$ cat config.mk
export PLATFORM = sky130hd
export DESIGN_NAME = debounce_edge_det
export DESIGN_NICKNAME = d
export VERILOG_FILES = /design/src/rtl/sync_2ff.sv /design/src/rtl/debounce_edge_det.sv
export SDC_FILE = /design/constraint.sdc
export NUM_CORES = 1
export LEC_CHECK = 0
export CORE_AREA = 3 3 40 42
export CTS_CLUSTER_DIAMETER = 100
export CTS_CLUSTER_SIZE = 20
export DETAILED_ROUTE_END_ITERATION = 7
export DIE_AREA = 0 0 43 45
export PLACE_DENSITY = 0.56
export SKIP_CTS_REPAIR_TIMING = 1
export SLEW_MARGIN = 25
export SYNTH_ARGS = -nofsm -noshare
export SYNTH_HDL_FRONTEND = slang
export SYNTH_SLANG_ARGS = --single-unit
export TNS_END_PERCENT = 10
$ cat constraint.sdc
create_clock -name clk -period 1.75 [get_ports clk]
set_input_delay 0.35 -clock clk [delete_from_list [all_inputs] [get_ports clk]]
set_output_delay 0.35 -clock clk [all_outputs]
set_load 0.05 [all_outputs]
$ cat src/rtl/sync_2ff.sv
// Two-flop synchroniser for a single asynchronous bit. Both stages reset to INIT_VAL.
module sync_2ff #(
    parameter logic INIT_VAL = 1'b0
) (
    input  logic clk,
    input  logic rst_n,
    input  logic d_i,
    output logic q_o
);

    logic s1_q;
    logic s2_q;

    // No logic between the stages, so the second flop only ever sees one flop's output.
    always_ff @(posedge clk) begin
        if (!rst_n) begin
            s1_q <= INIT_VAL;
            s2_q <= INIT_VAL;
        end else begin
            s1_q <= d_i;
            s2_q <= s1_q;
        end
    end

    assign q_o = s2_q;

endmodule

$ cat src/rtl/debounce_edge_det.sv
// Synchronise and debounce a bouncy level. Emit registered one-cycle rise and fall pulses
// when the filtered level changes.
module debounce_edge_det #(
    parameter int unsigned STABLE_CNT = 8,
    parameter logic        INIT_VAL   = 1'b0
) (
    input  logic clk,
    input  logic rst_n,
    input  logic din,
    input  logic sample_tick,
    output logic dout,
    output logic rise,
    output logic fall,
    output logic busy
);

    localparam int unsigned CW = (STABLE_CNT > 1) ? $clog2(STABLE_CNT) : 1;
    localparam logic [CW-1:0] TERM = CW'(STABLE_CNT - 1);

    logic          s2;
    logic [CW-1:0] cnt_q, cnt_d;
    logic          dout_q, dout_d;
    logic          rise_q, rise_d;
    logic          fall_q, fall_d;
    logic          busy_q, busy_d;

    sync_2ff #(.INIT_VAL(INIT_VAL)) u_sync (
        .clk   (clk),
        .rst_n (rst_n),
        .d_i   (din),
        .q_o   (s2)
    );

    // A match clears the count even without a tick, so any bounce restarts qualification.
    always_comb begin
        cnt_d  = cnt_q;
        dout_d = dout_q;
        rise_d = 1'b0;
        fall_d = 1'b0;
        if (s2 == dout_q) begin
            cnt_d = '0;
        end else if (sample_tick) begin
            if (cnt_q == TERM) begin
                dout_d = s2;
                cnt_d  = '0;
                rise_d = s2;
                fall_d = ~s2;
            end else begin
                cnt_d = cnt_q + CW'(1);
            end
        end
        busy_d = (cnt_d != '0);
    end

    always_ff @(posedge clk) begin
        if (!rst_n) begin
            cnt_q  <= '0;
            dout_q <= INIT_VAL;
            rise_q <= 1'b0;
            fall_q <= 1'b0;
            busy_q <= 1'b0;
        end else begin
            cnt_q  <= cnt_d;
            dout_q <= dout_d;
            rise_q <= rise_d;
            fall_q <= fall_d;
            busy_q <= busy_d;
        end
    end

    assign dout = dout_q;
    assign rise = rise_q;
    assign fall = fall_q;
    assign busy = busy_q;

endmodule

==> out/metrics.cfg <==
[status]
outcome = complete, no violations

[synthesis]
netlist_top_cells_area = dfxtp_1, ha_1, nor3b_1, mux2i_1, and2_1
synth_fp_nets = 40
synthMostInstantiatedCell = dfxtp_1
syn-cell-area_um2 = 362
ys_warn_count = 0
synth.distinct_cells = 16
ys.flop_type = dfxtp_1
syn_area_per_cell_um2 = 10.6
synth_top_area_cell = dfxtp_1
synth-edff-count = 0
synth-seq-cells = 9
synthArstFlopShare_pct = 0
synth_top_cell_area_share_pct = 49.8
seq_area_frac_synth_pct = 49.8
synthTopCellsByCount = dfxtp_1, nand2_1, nor2_1, nor3b_1
synth_cells = 34

[drt]
drc = 0
ant_nets = 0
vias_per_cell = 4.38
drt-wirelength-per-cell_um = 9.85
dr_total_vias = 263
dr.pass1.iters = 2
first_iter_violations = 3
finalWirelength_um = 591

[global_route]
grt_pass1_vias = 245
grt_util_met3_pct = 7.17
grt_use_met2_pct = 10.5
grt_use_total_pct = 7.36
grt_util_met1_pct = 7.80
antenna_found_initial = 0
grt_max_degree = 7
grt_first_pass_wirelength_um = 959
grt_busiest_layer = met2
gr-total-overflow = 0

[clocking]
cts.path.max_buffers = 2
root_buffer = clkbuf_4
clkTransAtPathRegs_ns = 0.06
clkLatencyLatePin_ns = 0.25
h-tree-depth = 1
cts_buffers = 3
cts_tree = built
clkSinkCount = 9

[placement]
place_area_um2 = 437
hpwl_um = 459
port_buffers = 7
gp_congestion = 0.686
place_inst = 56
place_ws_ns = 0.252

[worst_setup_path]
cp-start-kind = flop
end_kind = flop
worstPathMaxFanout = 3
required_ns = 1.89
critPathKind = flop to flop
arrival_ns = 1.39

[final_layout]
area_growth_pct = 28.0
fin_nets = 52
diodes = 0
stdcell_count = 60
fin_area_um2 = 463
final_util_pct = 36.0
drive_gt1_share_pct = 24.4

[pwr]
max-vdd-ir-drop_mv = 0.405
total_power_mw = 0.391
power.density_nw_per_um2 = 844
p_leak_nw = 0.197

[timing]
clock_skew_ns = 0.00313
setup_viol = 0
fin_ws_ns = 0.496
period_needed_ns = 1.25
period_share_pct = 71.7
worstMarginPinSlew_ns = 0.241
final.setup.tns_ns = 0
slew_headroom_pct = 83.8
slew_violations = 0
rsz0062_at_grt = false
hold_viol_final = 0
hold-worst-slack_ns = 0.432
fmax_ghz = 0.797

[floorplan]
dieArea_um2 = 1940
num_rows = 13
ioPinCount = 8
coreArea_um2 = 1280
initial_core_util_pct = 28.1
die_y_um = 45
die_w_um = 43

[min_path]
hold_path.class = flop to flop

[flow_run]
cap_violations = 0

==> per-layer routing <==
metal,share of wire [%],up-vias
li1,-,137
met3,5.9,0
met4,0,0
met2,45,7
met1,49,119
met5,0,-
==> cells in the final DEF (no fill, tap or decap), types with 2 or more instances in the layout <==
master           netlist  routed
clkbuf_4               0       3
ha_1                   2       2
and2_1                 2       2
dfxtp_1                9       9
buf_4                  0       5
clkdlybuf4s50_1        0       3
nand3_1                2       2
nor2_1                 3       3
nor3b_1                3       3
nand2_1                3       3
mux2i_1                2       2
==> layout make-up <==
| cell class | instances | area, um2 |
|---|---|---|
| inverters | 1 | 3.75 |
| flip-flops and latches | 9 | 180 |
| clock buffers | 4 | 26.3 |
| repair buffers | 8 | 67.6 |
| multi-input cells | 23 | 166 |
| fillers | 133 | 822 |
| well taps | 15 | 18.8 |
==> registers in the layout, indices dropped and copies added (netlist names) <==
name,cells
u_sync.q_o,1
dout,1
rise,1
fall,1
u_sync.s1_q,1
cnt_q,3
busy,1
==> report_power, final <==
| group | internal (mW) | leakage (nW) | switching [mW] |
|---|---|---|---|
| clock | 0.0875 | 0.0150 | 0.0669 |
| sequential | 0.208 | 0.0730 | 0.00160 |
| combinational | 0.0153 | 0.109 | 0.0115 |
==> kinds of logic after synthesis <==
| logic type | count (synthesis) | share of synthesized area, % |
|---|---|---|
| muxes | 2 | 5.54 |
| DFF | 9 | 49.8 |
| buffers and inverters | 2 | 4.15 |
| AOI/OAI and AO/OA | 4 | 9.34 |
| xor gates and xnor gates | 1 | 2.42 |
| and+or+nand+nor | 14 | 21.8 |
| adders and majority gates | 2 | 6.92 |
==> final timing paths <==
check             depth (start not counted)   startpoint          to  slack, ns
hold / removal                            1  u_sync.s1_q  u_sync.q_o       0.43
setup reg to reg                          4     cnt_q[0]        busy       0.50
setup / recovery                          4     cnt_q[0]        busy       0.50
hold reg to reg                           1  u_sync.s1_q  u_sync.q_o       0.43
==> critical path, stage by stage, from the launching register on <==
cell and delay [ns]:
dfxtp_1 0.32, ha_1 0.20, ha_1 0.29, o31ai_2 0.23, a21oi_2 0.09
Note: power is estimated with default switching activity, not from simulation.
